`src/rtl/scpu_pipe_pkg.sv`:
```
// ============================================================================
// Module      : scpu_pipe_pkg
// Description : Shared pipeline constants and types for the IF/ID boundary.
//               Holds the canonical NOP (ADDI x0,x0,0), the reset PC, and the
//               IF/ID occupancy state encoding.
// Revision    : 1.0 - initial release
// ============================================================================
`default_nettype none

package scpu_pipe_pkg;

    // ADDI x0, x0, 0 - what ID sees whenever it holds no real instruction
    localparam logic [31:0] C_NOP_INST = 32'h00000013;
    localparam logic [31:0] C_RESET_PC = 32'h00000000;

    // Occupancy of the IF/ID boundary
    typedef enum logic [1:0] {
        ST_EMPTY = 2'd0,   // ID invalid, skid empty
        ST_FULL  = 2'd1,   // ID valid, skid empty
        ST_SKID  = 2'd2    // skid entry occupied
    } ifid_state_e;

    // Increment that sticks at all-ones instead of wrapping
    function automatic logic [31:0] sat_inc(input logic [31:0] v);
        return (v == 32'hFFFFFFFF) ? v : v + 32'd1;
    endfunction

endpackage

`default_nettype wire

```
`src/rtl/if_id_skid_buf.sv`:
```
// ============================================================================
// Module      : if_id_skid_buf
// Description : Single-entry skid storage for the IF/ID register. Captures a
//               fetch offer that arrives while ID is stalled. Clear wins over
//               load.
// Revision    : 1.0 - initial release
// ============================================================================
`default_nettype none

module if_id_skid_buf
    import scpu_pipe_pkg::*;
(
    input  logic        clk,
    input  logic        rst,
    input  logic        load_i,
    input  logic        clear_i,
    input  logic [31:0] pc_i,
    input  logic [31:0] inst_i,
    output logic [31:0] pc_o,
    output logic [31:0] inst_o,
    output logic        valid_o
);

    logic [31:0] pc_q;
    logic [31:0] inst_q;
    logic        valid_q;

    // Skid entry: clear drops the entry, load captures a new one
    always_ff @(posedge clk or posedge rst) begin
        if (rst) begin
            pc_q    <= C_RESET_PC;
            inst_q  <= C_NOP_INST;
            valid_q <= 1'b0;
        end else if (clear_i) begin
            valid_q <= 1'b0;
        end else if (load_i) begin
            pc_q    <= pc_i;
            inst_q  <= inst_i;
            valid_q <= 1'b1;
        end
    end

    assign pc_o    = pc_q;
    assign inst_o  = inst_q;
    assign valid_o = valid_q;

endmodule

`default_nettype wire

```
`src/rtl/if_id_reg.sv`:
```
// ============================================================================
// Module      : if_id_reg
// Description : IF/ID pipeline register with a one-entry skid buffer so a
//               fetch offer accepted during an ID stall is never lost.
//               Per-cycle priority: flush > stall > advance.
//               Optional macro IF_ID_PERF_CNT_EN adds saturating stall and
//               flush cycle counters.
// Revision    : 1.0 - initial release
// ============================================================================
`default_nettype none

module if_id_reg
    import scpu_pipe_pkg::*;
(
    input  logic        clk,
    input  logic        rst,
    input  logic [31:0] ifidin_if_pc,
    input  logic [31:0] ifidin_if_inst,
    input  logic        ifidin_if_valid,
    output logic        ifidout_if_ready,
    input  logic        ifidin_stall,
    input  logic        ifidin_flush,
    output logic [31:0] ifidout_id_pc,
    output logic [31:0] ifidout_id_pc_plus4,
    output logic [31:0] ifidout_id_inst_orig,
    output logic        ifidout_id_valid
`ifdef IF_ID_PERF_CNT_EN
    ,
    output logic [31:0] ifidout_stall_cnt,
    output logic [31:0] ifidout_flush_cnt
`endif
);

    logic [31:0] id_pc_q,   id_pc_d;
    logic [31:0] id_inst_q, id_inst_d;
    logic        id_valid_q, id_valid_d;
    ifid_state_e state_q,   state_d;

    logic [31:0] skid_pc;
    logic [31:0] skid_inst;
    logic        skid_valid;
    logic        skid_load;
    logic        skid_clear;
    logic        transfer;

    // Fetch can hand over whenever the skid slot is free
    assign ifidout_if_ready = !skid_valid;
    assign transfer         = ifidin_if_valid && !skid_valid;

    // Skid capture only during a stall; drained on advance, dropped on flush
    assign skid_load  = !ifidin_flush && ifidin_stall && transfer;
    assign skid_clear = ifidin_flush || (!ifidin_stall && skid_valid);

    if_id_skid_buf u_skid (
        .clk     (clk),
        .rst     (rst),
        .load_i  (skid_load),
        .clear_i (skid_clear),
        .pc_i    (ifidin_if_pc),
        .inst_i  (ifidin_if_inst),
        .pc_o    (skid_pc),
        .inst_o  (skid_inst),
        .valid_o (skid_valid)
    );

    // Next ID contents and occupancy state, flush > stall > advance
    always_comb begin
        id_pc_d    = id_pc_q;
        id_inst_d  = id_inst_q;
        id_valid_d = id_valid_q;
        state_d    = state_q;
        if (ifidin_flush) begin
            // PC is kept so downstream PC-relative logic sees a stable value
            id_inst_d  = C_NOP_INST;
            id_valid_d = 1'b0;
            state_d    = ST_EMPTY;
        end else if (ifidin_stall) begin
            if (transfer) begin
                state_d = ST_SKID;
            end
        end else if (skid_valid) begin
            id_pc_d    = skid_pc;
            id_inst_d  = skid_inst;
            id_valid_d = 1'b1;
            state_d    = ST_FULL;
        end else if (transfer) begin
            id_pc_d    = ifidin_if_pc;
            id_inst_d  = ifidin_if_inst;
            id_valid_d = 1'b1;
            state_d    = ST_FULL;
        end else begin
            id_inst_d  = C_NOP_INST;
            id_valid_d = 1'b0;
            state_d    = ST_EMPTY;
        end
    end

    // Main ID register and occupancy state
    always_ff @(posedge clk or posedge rst) begin
        if (rst) begin
            id_pc_q    <= C_RESET_PC;
            id_inst_q  <= C_NOP_INST;
            id_valid_q <= 1'b0;
            state_q    <= ST_EMPTY;
        end else begin
            id_pc_q    <= id_pc_d;
            id_inst_q  <= id_inst_d;
            id_valid_q <= id_valid_d;
            state_q    <= state_d;
        end
    end

    assign ifidout_id_pc        = id_pc_q;
    assign ifidout_id_pc_plus4  = id_pc_q + 32'd4;
    assign ifidout_id_inst_orig = id_inst_q;
    assign ifidout_id_valid     = id_valid_q;

`ifdef IF_ID_PERF_CNT_EN
    logic [31:0] stall_cnt_q;
    logic [31:0] flush_cnt_q;

    // Saturating counts of stalled cycles (flush excluded) and flush cycles
    always_ff @(posedge clk or posedge rst) begin
        if (rst) begin
            stall_cnt_q <= 32'd0;
            flush_cnt_q <= 32'd0;
        end else begin
            if (ifidin_stall && !ifidin_flush) begin
                stall_cnt_q <= sat_inc(stall_cnt_q);
            end
            if (ifidin_flush) begin
                flush_cnt_q <= sat_inc(flush_cnt_q);
            end
        end
    end

    assign ifidout_stall_cnt = stall_cnt_q;
    assign ifidout_flush_cnt = flush_cnt_q;
`endif

endmodule

`default_nettype wire

```
`config.mk`:
```
export PLATFORM = sky130hd
export DESIGN_NAME = if_id_reg
export DESIGN_NICKNAME = d
export VERILOG_FILES = /design/src/rtl/scpu_pipe_pkg.sv /design/src/rtl/if_id_skid_buf.sv /design/src/rtl/if_id_reg.sv
export SDC_FILE = /design/constraint.sdc
export NUM_CORES = 1
export LEC_CHECK = 0
export ABC_CLOCK_PERIOD_IN_PS = 2500
export CORE_MARGIN = 2
export CORE_UTILIZATION = 49
export CTS_BUF_LIST = sky130_fd_sc_hd__clkbuf_16
export DETAILED_ROUTE_END_ITERATION = 16
export PLACE_DENSITY = 0.81
export RECOVER_POWER = 25
export SLEW_MARGIN = 10
export SYNTH_ARGS = -nofsm -noshare
export SYNTH_HDL_FRONTEND = slang
export SYNTH_HIERARCHICAL = 1
export SYNTH_SLANG_ARGS = --single-unit
```
`constraint.sdc`:
```
create_clock -name clk -period 2.5 [get_ports clk]
set_input_delay 0.5 -clock clk [delete_from_list [all_inputs] [get_ports clk]]
set_output_delay 0.5 -clock clk [all_outputs]
set_load 0.01 [all_outputs]
```
After elaboration in Yosys (flattened, before gate mapping)
Cells that the tools add are included.
{"block": "totals", "reg_bits": 130, "output_inout_bits": 98, "word_cells": 35}
{"block": "op_classes", "add_sub_neg": 1, "eq_ne": 1, "n_mux": 12, "bitwise": 3, "n_reduce_logical": 12}
{"operator": "32-bit two-way mux", "count": 6}
{"operator": "32-bit by 3-bit adder with 32-bit output, second input constant", "count": 1}
{"operator": "1-bit two-way mux", "count": 6}
{"operator": "1-bit logical AND", "count": 4}
{"operator": "2-bit nonzero test", "count": 2}
{"operator": "1-bit zero test", "count": 3}
{"operator": "1-bit inverter", "count": 3}
{"operator": "3-bit AND reduction", "count": 1}
{"operator": "2-bit by 1-bit != test with 1-bit output, second input constant", "count": 1}
{"operator": "2-bit AND reduction", "count": 1}
{"operator": "1-bit logical OR", "count": 1}

Logic depth before layout (Yosys ltp)
Gate-level depths: netlist of run 1.
{"block": "logic_depth", "depth_word": 6, "mapped_depth": 8, "ltp_nobuf": 5}

Modules after synthesis
The synthesis of run 1 kept the hierarchy.
{"module": "if_id_reg", "instances": 1, "cells_per_inst": 373, "area_per_inst_um2": 3542.1, "seq_area_each_um2": 1630.3}
{"module": "if_id_skid_buf", "instances": 1, "cells_per_inst": 140, "area_per_inst_um2": 2741.4, "seq_area_each_um2": 1630.3}

Worst setup path after synthesis of run 1
OpenSTA, ideal clock, no wires.
{"block": "synth_timing", "path_kind": "in2reg", "startpoint": "input ifidin_stall", "endpoint": "register u_skid.inst_q[10], in the netlist u_skid/inst_o[10]", "t_arrival_ns": 1.976, "setup_slack_ns": 0.399, "path_stages": 7, "n_path_buf": 4, "cell_sequence": "clkbuf_1 > buf_1 > o21ai_0 > nor2b_4 > buf_12 > buf_12 > mux2_4"}
{"block": "synth_via", "elab_chain_len": 5, "elab_cells_between_ends": 7}
{"item": "start, declared", "line": "if_id_reg.sv:21", "rtl": "input logic ifidin_stall,"}
{"item": "1-bit zero test", "line": "if_id_reg.sv:52", "rtl": "assign skid_clear = ifidin_flush || (!ifidin_stall && skid_valid);"}
{"item": "1-bit logical AND", "line": "if_id_reg.sv:52"}
{"item": "1-bit logical OR", "line": "if_id_reg.sv:52"}
{"item": "net skid_clear", "line": "if_id_reg.sv:43", "rtl": "logic skid_clear;"}
{"item": "1-bit inverter (no line)"}
{"item": "2-bit AND reduction (no line)"}
{"item": "end signal, assigned", "line": "if_id_skid_buf.sv:38", "rtl": "inst_q <= inst_i;"}
{"item": "end, declared", "line": "if_id_skid_buf.sv:25", "rtl": "logic [31:0] inst_q;"}
The timed path passes the listed nets, and every way through them passes these cells.
A chain may end at the register's enable or synchronous reset.

Worst setup path after layout of run 1
{"block": "layout_timing", "startpoint": "register id_pc_q[2], in the netlist ifidout_id_pc[2]", "endpoint": "output ifidout_id_pc_plus4[16]"}
{"block": "layout_via", "elab_chain_len": 1}
{"item": "start, declared", "line": "if_id_reg.sv:34", "rtl": "logic [31:0] id_pc_q, id_pc_d;"}
{"item": "start signal, assigned", "line": "if_id_reg.sv:106", "rtl": "id_pc_q <= id_pc_d;"}
{"item": "32-bit by 3-bit adder with 32-bit output", "line": "if_id_reg.sv:114", "rtl": "assign ifidout_id_pc_plus4 = id_pc_q + 32'd4;"}
{"item": "end, declared", "line": "if_id_reg.sv:24", "rtl": "output logic [31:0] ifidout_id_pc_plus4,"}
No other way between the ends.

==> results of run 1 <==
==> worst max-delay path, cell delays in order (launching register included) <==
cell and delay [ns]:
dfrtp_1 0.40, ha_2 0.20, and3_4 0.23, and3_4 0.21, nand3_1 0.09, xnor2_1 0.13
clkdlybuf4s15_1 0.25
==> per-layer routing <==
layer / global-route usage / vias to the layer above / part of all wire
li1: - / 2214 / -
met1: 0.329 / 2459 / 0.43
met2: 0.395 / 219 / 0.48
met3: 0.0597 / 32 / 0.077
met4: 0.0957 / 0 / 0.021
met5: 0 / - / 0
==> layout make-up <==
type,instances,area [um2],share of cell area
Clock buffer,17,425,0.0484
Timing Repair Buffer,208,1980,0.225
Clock inverter,15,144,0.0164
Sequential cell,130,3270,0.372
Inverter,6,22.5,0.00256
Multi-Input combinational cell,338,2740,0.311
Tap cell,172,215,0.0245
==> flip-flops by register name, indices dropped and copies added (netlist names) <==
signal	cells
ifidout_id_inst_orig	32
ifidout_id_pc	32
ifidout_id_valid	1
u_skid/inst_o	32
u_skid/pc_o	32
u_skid/valid_o	1
==> final timing paths <==
kind,start,to,slack [ns]
max,ifidout_id_pc[2]$_DFFE_PP0P_,ifidout_id_pc_plus4[16],0.08
min,u_skid/pc_o[28]$_DFFE_PP0P_,u_skid/pc_o[28]$_DFFE_PP0P_,0.51
max reg2reg,u_skid/valid_o$_DFFE_PP0P_,ifidout_id_pc[8]$_DFFE_PP0P_,0.34
min reg2reg,u_skid/pc_o[28]$_DFFE_PP0P_,u_skid/pc_o[28]$_DFFE_PP0P_,0.51
max in group asynchronous,rst,ifidout_id_pc[13]$_DFFE_PP0P_,0.36
min in group asynchronous,rst,u_skid/inst_o[9]$_DFFE_PP0P_,0.79
==> stage by stage <==
| step | cells | TNS [ns] | cell area (um2) | power [mW] |
|---|---|---|---|---|
| final | 886 | 0 | 8790 | 7.07 |
| after global routing | 886 | 0 | 8790 | 7.41 |
| after CTS | 882 | -0.00495 | 8790 | 7.10 |
| after detailed placement | 845 | -0.0948 | 8180 | 4.72 |
| after global placement | 845 | 0 | 8180 | 4.64 |
| after floorplan | 513 | 0 | 6280 | 3.76 |
==> cells in the final DEF, fill, tap and decap left out, drive strengths merged, types with 5 or more instances in the layout <==
cell type      count
mux2i             32
and3               8
dfstp              6
nand2             11
dlygate4sd2       14
a221oi            29
a21oi             32
nor3              31
xnor2             25
buf               43
nand3             10
clkdlybuf4s50    140
clkinv             8
mux2              64
clkbuf            22
clkinvlp           6
nand4              8
and4               8
dfrtp            124
inv                5
nor2              64
==> timing repair <==
item | in CTS | in global routing
pin swaps | 0 | 2
gates cloned | 1 | 0
hold endpoints to repair | 0 | 0
buffers inserted | 4 | 4
resized for setup | 38 | 18
setup endpoints to repair | 26 | 13
==> synth_stat cells <==
cell and instances:
o22ai_1 3, mux2_4 60, dfrtp_1 124, buf_2 13, mux2_2 4, a21oi_1 32, nand4_1 6, nor2b_1 1
nand4_2 2, dfstp_2 6, buf_4 4, buf_6 1, o21ai_0 1, a31o_2 1, inv_1 6, a221oi_1 29
and2_2 2, buf_1 4, o211ai_1 3, nor2b_4 1, ha_1 1, and4_4 2, nor2_1 64, nand2_1 11
and4_1 4, nand3_1 10, and4_2 1, nor3_1 31, buf_12 7, clkbuf_1 11, and3_2 2, mux2i_1 32
and3_1 6, xor2_1 3, xnor2_1 25
==> logic make-up (layout without fill, tap and decap cells) <==
logic type / after synthesis / in the layout / share of synthesized area
simple gates: 143 / 144 / 0.112
flops: 130 / 130 / 0.519
mux: 96 / 96 / 0.202
compound gates: 69 / 69 / 0.0747
buf+inv: 46 / 246 / 0.0518
xor+xnor: 28 / 28 / 0.0390
fa+ha+maj: 1 / 1 / 0.00199
==> power by group through the flow <==
| stage | clock, mW | sequential, mW | combinational [mW] |
|---|---|---|---|
| final | 2.37 | 2.80 | 1.90 |
| after global routing | 2.52 | 2.84 | 2.05 |
| after CTS | 2.41 | 2.79 | 1.90 |
| after detailed placement | 0 | 2.82 | 1.90 |
| after global placement | 0 | 2.79 | 1.85 |
| after floorplan | 0 | 2.85 | 0.916 |
==> flow_summary.json, run 1 <==
{
  "path_class": "reg2out",
  "final_nets": 771,
  "vias_per_cell": 5.56,
  "dp_slack_ns": -0.0790,
  "crit_path_end_kind": "output pin",
  "cts.sinks": 130,
  "overflow": 0,
  "critPathArrivalTime_ns": 1.92,
  "routed_wirelength_mm": 16.4,
  "first_iter_violations": 300,
  "dieWidth_um": 117,
  "min_period_ns": 2.42,
  "slew_viol_final": 66,
  "yosysTopAreaCellShare": 0.494,
  "whs_path_depth": 1,
  "cts_hold_buffers": 0,
  "synth_area_leader_cell": "dfrtp_1",
  "p_leak_nw": 3.72,
  "num_vias": 4924,
  "pin_count": 167,
  "synth_nets": 583,
  "p_int_mw": 5.10,
  "yosysSeqAreaShare": 0.519,
  "core_um2": 12600,
  "crit_path_start_kind": "flop",
  "area_growth_pct": 39.8,
  "syn_avg_cell_area_um2": 12.2,
  "worstPathMaxFanout": 6,
  "ys_ff_latch": 130,
  "final_core_util": 0.699,
  "syn_inst": 513,
  "antenna_found_initial": 0,
  "clk-insertion-delay-late_ns": 0.41,
  "p_clk_frac": 0.335,
  "grt_max_degree": 66,
  "syn_area_um2": 6280,
  "reg2reg_depth": 6,
  "grt_pass1_vias": 5065,
  "setup_viol": 0,
  "die_h_um": 117,
  "first_pass_iters": 4,
  "clock.fmax_mhz": 413,
  "port-buffer-count": 166,
  "crit_required_ns": 2.00,
  "p_comb_frac": 0.269,
  "drt-wirelength-per-cell_um": 18.5,
  "holdWs_ns": 0.509,
  "place.gp.congestion": 0.868,
  "powerDensity_nw_per_um2": 804,
  "cts_buffer_depth": 2,
  "die_area_um2": 13700,
  "hold_viol_final": 0,
  "rsz0062_at_grt": "no",
  "clkTransAtPathRegs_ns": 0.06,
  "numCtsBuffers": 17,
  "grt_pass1_wl_mm": 26.2,
  "violations": "capacitance limit, slew limit",
  "rows": 41,
  "worst_pin_slew_ns": 1.54,
  "start_util": 0.500,
  "ant_nets": 0,
  "finalClockSkew_ns": 0.00969,
  "htree_levels": 4,
  "grt_usage": 0.248,
  "fill_cells": 849,
  "yosysUniqueCellTypes": 35,
  "cts_tree": "built",
  "relSlewSlack": -0.0288,
  "power.share.sequential": 0.396,
  "drcViolationCount": 0,
  "hold_class": "reg2reg",
  "fin_crit_sh": 0.968,
  "hpwl_mm": 10.9,
  "clock-root-buffer": "clkbuf_16",
  "switching_share": 0.278,
  "status": "finished, violations left",
  "drv_cap": 1,
  "yosys-top-cells-area": "dfrtp_1 (49%), mux2_4 (14%), mux2i_1 (5.1%), a221oi_1 (4.0%), nor2_1 (3.8%)",
  "drive_above_1_share": 0.238,
  "timing.final.ws_setup_ns": 0.0799,
  "peakVddDrop_mv": 0.331,
  "diodes": 0,
  "switchingPower_mw": 1.97,
  "ys_warn_count": 6
}
No activity file was read; power rests on OpenSTA's default activity.
==> run 2: changes to the inputs <==
SYNTH_HIERARCHICAL = unset   (was 1)
==> run 2 against run 1 <==
Compared with the run above:
- die area is 1.4% lower
- fmax down 4.2%
- combinational power is 16% lower
- worst setup slack got worse by 0.11 ns
- sequential power is 4% lower
- register-to-register slack improved by 0.38 ns
- critical path type unchanged
- via count rose by 9.0%
- clock skew decreased by 0.0024 ns
- the run ends with capacitance limit, slew limit, setup timing left
- non-clock buffer count is 14 higher
- power fell by 2.1%
- largest cell class unchanged
- first-iteration DRC count rose by 33%
- core utilization rose by 2.0 points
==> flow_summary.json, run 2 <==
{
  "vias_per_cell": 5.54,
  "crit_path_start_kind": "flop",
  "r2r-start": "u_skid.valid_o$_DFFE_PP0P_",
  "grt_pass1_wl_mm": 26.7,
  "ant_nets": 0,
  "clock-root-buffer": "clkbuf_16",
  "critPathArrivalTime_ns": 2.03,
  "die_area_um2": 13600,
  "finalClockSkew_ns": 0.00727,
  "yosys-top-cells-area": "dfrtp_1 (50%), mux2_2 (11%), mux2i_1 (5.2%), a21oi_1 (4.7%), nand2_1 (4.5%)",
  "rows": 41,
  "worstPathMaxFanout": 7,
  "fin_crit_sh": 1.01,
  "cp.buffers_inverters": 3,
  "drt-wirelength-per-cell_um": 17.8,
  "cts_tree": "built",
  "powerDensity_nw_per_um2": 772,
  "min_period_ns": 2.53,
  "drv_cap": 1,
  "crit_chain": "nand4_1, nor4_4, buf_4, buf_6, nand4_1, xnor2_1, buf_2",
  "first_pass_iters": 5,
  "antenna_found_initial": 0,
  "numCtsBuffers": 17,
  "clock.fmax_mhz": 396,
  "overflow": 0,
  "peakVddDrop_mv": 0.576,
  "grt_max_degree": 69,
  "reg2reg_depth": 3,
  "design_area_um2": 8960,
  "synth_edf_count": 0,
  "placed_cells": 911,
  "status": "finished, violations left",
  "yosysUniqueCellTypes": 30,
  "cts_buffer_depth": 2,
  "yosys_most_used_dff": "dfrtp_1",
  "path_class": "reg2out",
  "synthTopCellsByCount": "dfrtp_1 (124), nand2_1 (75), mux2_2 (61), a21oi_1 (58), nor2_1 (41)",
  "area_growth_pct": 44.7,
  "instances_no_fill": 968,
  "die_h_um": 116,
  "async_reset_ff_frac": 1.00,
  "dp_slack_ns": 0.0796,
  "cpMaxStageDelayCell": "dfrtp_1",
  "start_util": 0.497,
  "final_nets": 853,
  "drcViolationCount": 0,
  "syn_area_um2": 6190,
  "synth_area_leader_cell": "dfrtp_1",
  "hold_viol_final": 0,
  "worstHoldEndpoint": "u_skid.pc_o[9]$_DFFE_PP0P_",
  "cts.sinks": 130,
  "routed_wirelength_mm": 17.2,
  "dieWidth_um": 116,
  "dpl_cell_area_um2": 8170,
  "crit_path_end_kind": "output pin",
  "worst_path_most_repeated_cell": "nand4_1",
  "hold_class": "reg2reg",
  "r2r_setup_slack_ns": 0.72,
  "crit_required_ns": 2.00,
  "slew_viol_final": 63,
  "num_vias": 5367,
  "most-common-layout-cells": "clkdlybuf4s50_1 (138), dfrtp_1 (120), nand2_1 (74)",
  "syn_avg_cell_area_um2": 10.6,
  "synth_nets": 657,
  "timing.final.ws_setup_ns": -0.0256,
  "grt_pass1_vias": 5333,
  "synthMostInstantiatedCell": "dfrtp_1",
  "clk-insertion-delay-late_ns": 0.43,
  "core_um2": 12500,
  "relSlewSlack": -0.0170,
  "p_leak_nw": 3.79,
  "rsz0062_at_grt": "yes",
  "r2r_end": "ifidout_id_pc[16]$_DFFE_PP0P_",
  "yosysSeqAreaShare": 0.526,
  "cp.depth": 7,
  "port-buffer-count": 166,
  "worst_pin_slew_ns": 1.53,
  "cpLargestDelayFamily": "simple AND/OR/NAND/NOR gates",
  "slowest_delay_ns": 0.38,
  "place.gp.congestion": 0.918,
  "pin_count": 167,
  "violations": "capacitance limit, slew limit, setup timing",
  "cp-startpoint": "ifidout_id_pc[18]$_DFFE_PP0P_",
  "final_common_cell": "clkdlybuf4s50_1",
  "htree_levels": 4,
  "first_iter_violations": 399,
  "yosysTopAreaCellShare": 0.501,
  "whs_path_depth": 1,
  "ys_ff_latch": 130,
  "syn_inst": 587,
  "grt_usage": 0.260,
  "hpwl_mm": 10.9,
  "diodes": 0,
  "ys_warn_count": 0,
  "drive_above_1_share": 0.241,
  "fill_cells": 856,
  "setup_viol": 2,
  "hp-start": "u_skid.pc_o[9]$_DFFE_PP0P_",
  "clkTransAtPathRegs_ns": 0.05
}
-- run 2: per-stage QoR --
stage / utilization / total power, mW / setup TNS (ns) / hold slack (ns)
after detailed placement: 0.655 / 4.28 / 0 / 0.496
after CTS: 0.716 / 6.93 / -0.229 / 0.507
after global routing: 0.719 / 7.22 / -0.661 / 0.518
final: 0.719 / 6.92 / -0.0342 / 0.501
after global placement: 0.655 / 4.20 / 0 / 0.487
after floorplan: - / 3.42 / 0 / 0.473
-- run 2: worst max-delay path by stage --
stage | end | slack, ns
6_report | ifidout_id_pc_plus4[31] | -0.03
5_1_grt | ifidout_id_pc_plus4[31] | -0.1
4_1_cts | ifidout_id_pc_plus4[22] | -0.09
3_5_place_dp | ifidout_id_pc_plus4[29] | 0.08
3_3_place_gp | ifidout_id_pc_plus4[26] | 0.12
2_1_floorplan | ifidout_id_inst_orig[10]$_DFFE_PP0P_ | 0.40
-- run 2: metal layers --
| metal | GRT usage | share of wire | up-vias | routed length [um] |
|---|---|---|---|---|
| met5 | 0 | 0 | - | 0 |
| met4 | 0.109 | 0.024 | 0 | 418 |
| met3 | 0.0976 | 0.091 | 51 | 1560 |
| met2 | 0.447 | 0.51 | 264 | 8740 |
| met1 | 0.291 | 0.38 | 2632 | 6470 |
| li1 | - | - | 2420 | - |
-- run 2: cell type report --
type	count	area (um2)	share of cell area
sequential	130	3270	0.365
multi-input combinational	405	2780	0.311
timing repair buffer	222	2040	0.228
clock buffer	17	425	0.0475
tap	172	215	0.0240
clock inverter	15	198	0.0221
inverter	7	27.5	0.00307
-- run 2: power breakdown --
group          switching [mW]  internal, mW  total [mW]  leakage [nW]
clock                   0.884          1.74        2.62         0.314
combinational           0.721         0.870        1.59          1.87
sequential              0.242          2.46        2.70          1.60
total                    1.85          5.07        6.92          3.79
-- run 2: logic make-up (layout without fill, tap and decap cells) --
logic type | Yosys count | after routing | synth area share
and+or+nand+nor | 184 | 184 | 0.148
AOI/OAI and AO/OA | 99 | 99 | 0.0836
adders and majority gates | 1 | 1 | 0.00202
DFF | 130 | 130 | 0.526
buffers and inverters | 52 | 261 | 0.0374
muxes | 93 | 93 | 0.163
xor gates and xnor gates | 28 | 28 | 0.0396
-- run 2: repair_timing --
action	CTS	global route
endpoints found under the setup margin	25	25
hold endpoints to repair	0	0
hold buffers	0	0
setup buffers	19	7
gates resized for setup	76	31
pin swaps	11	12
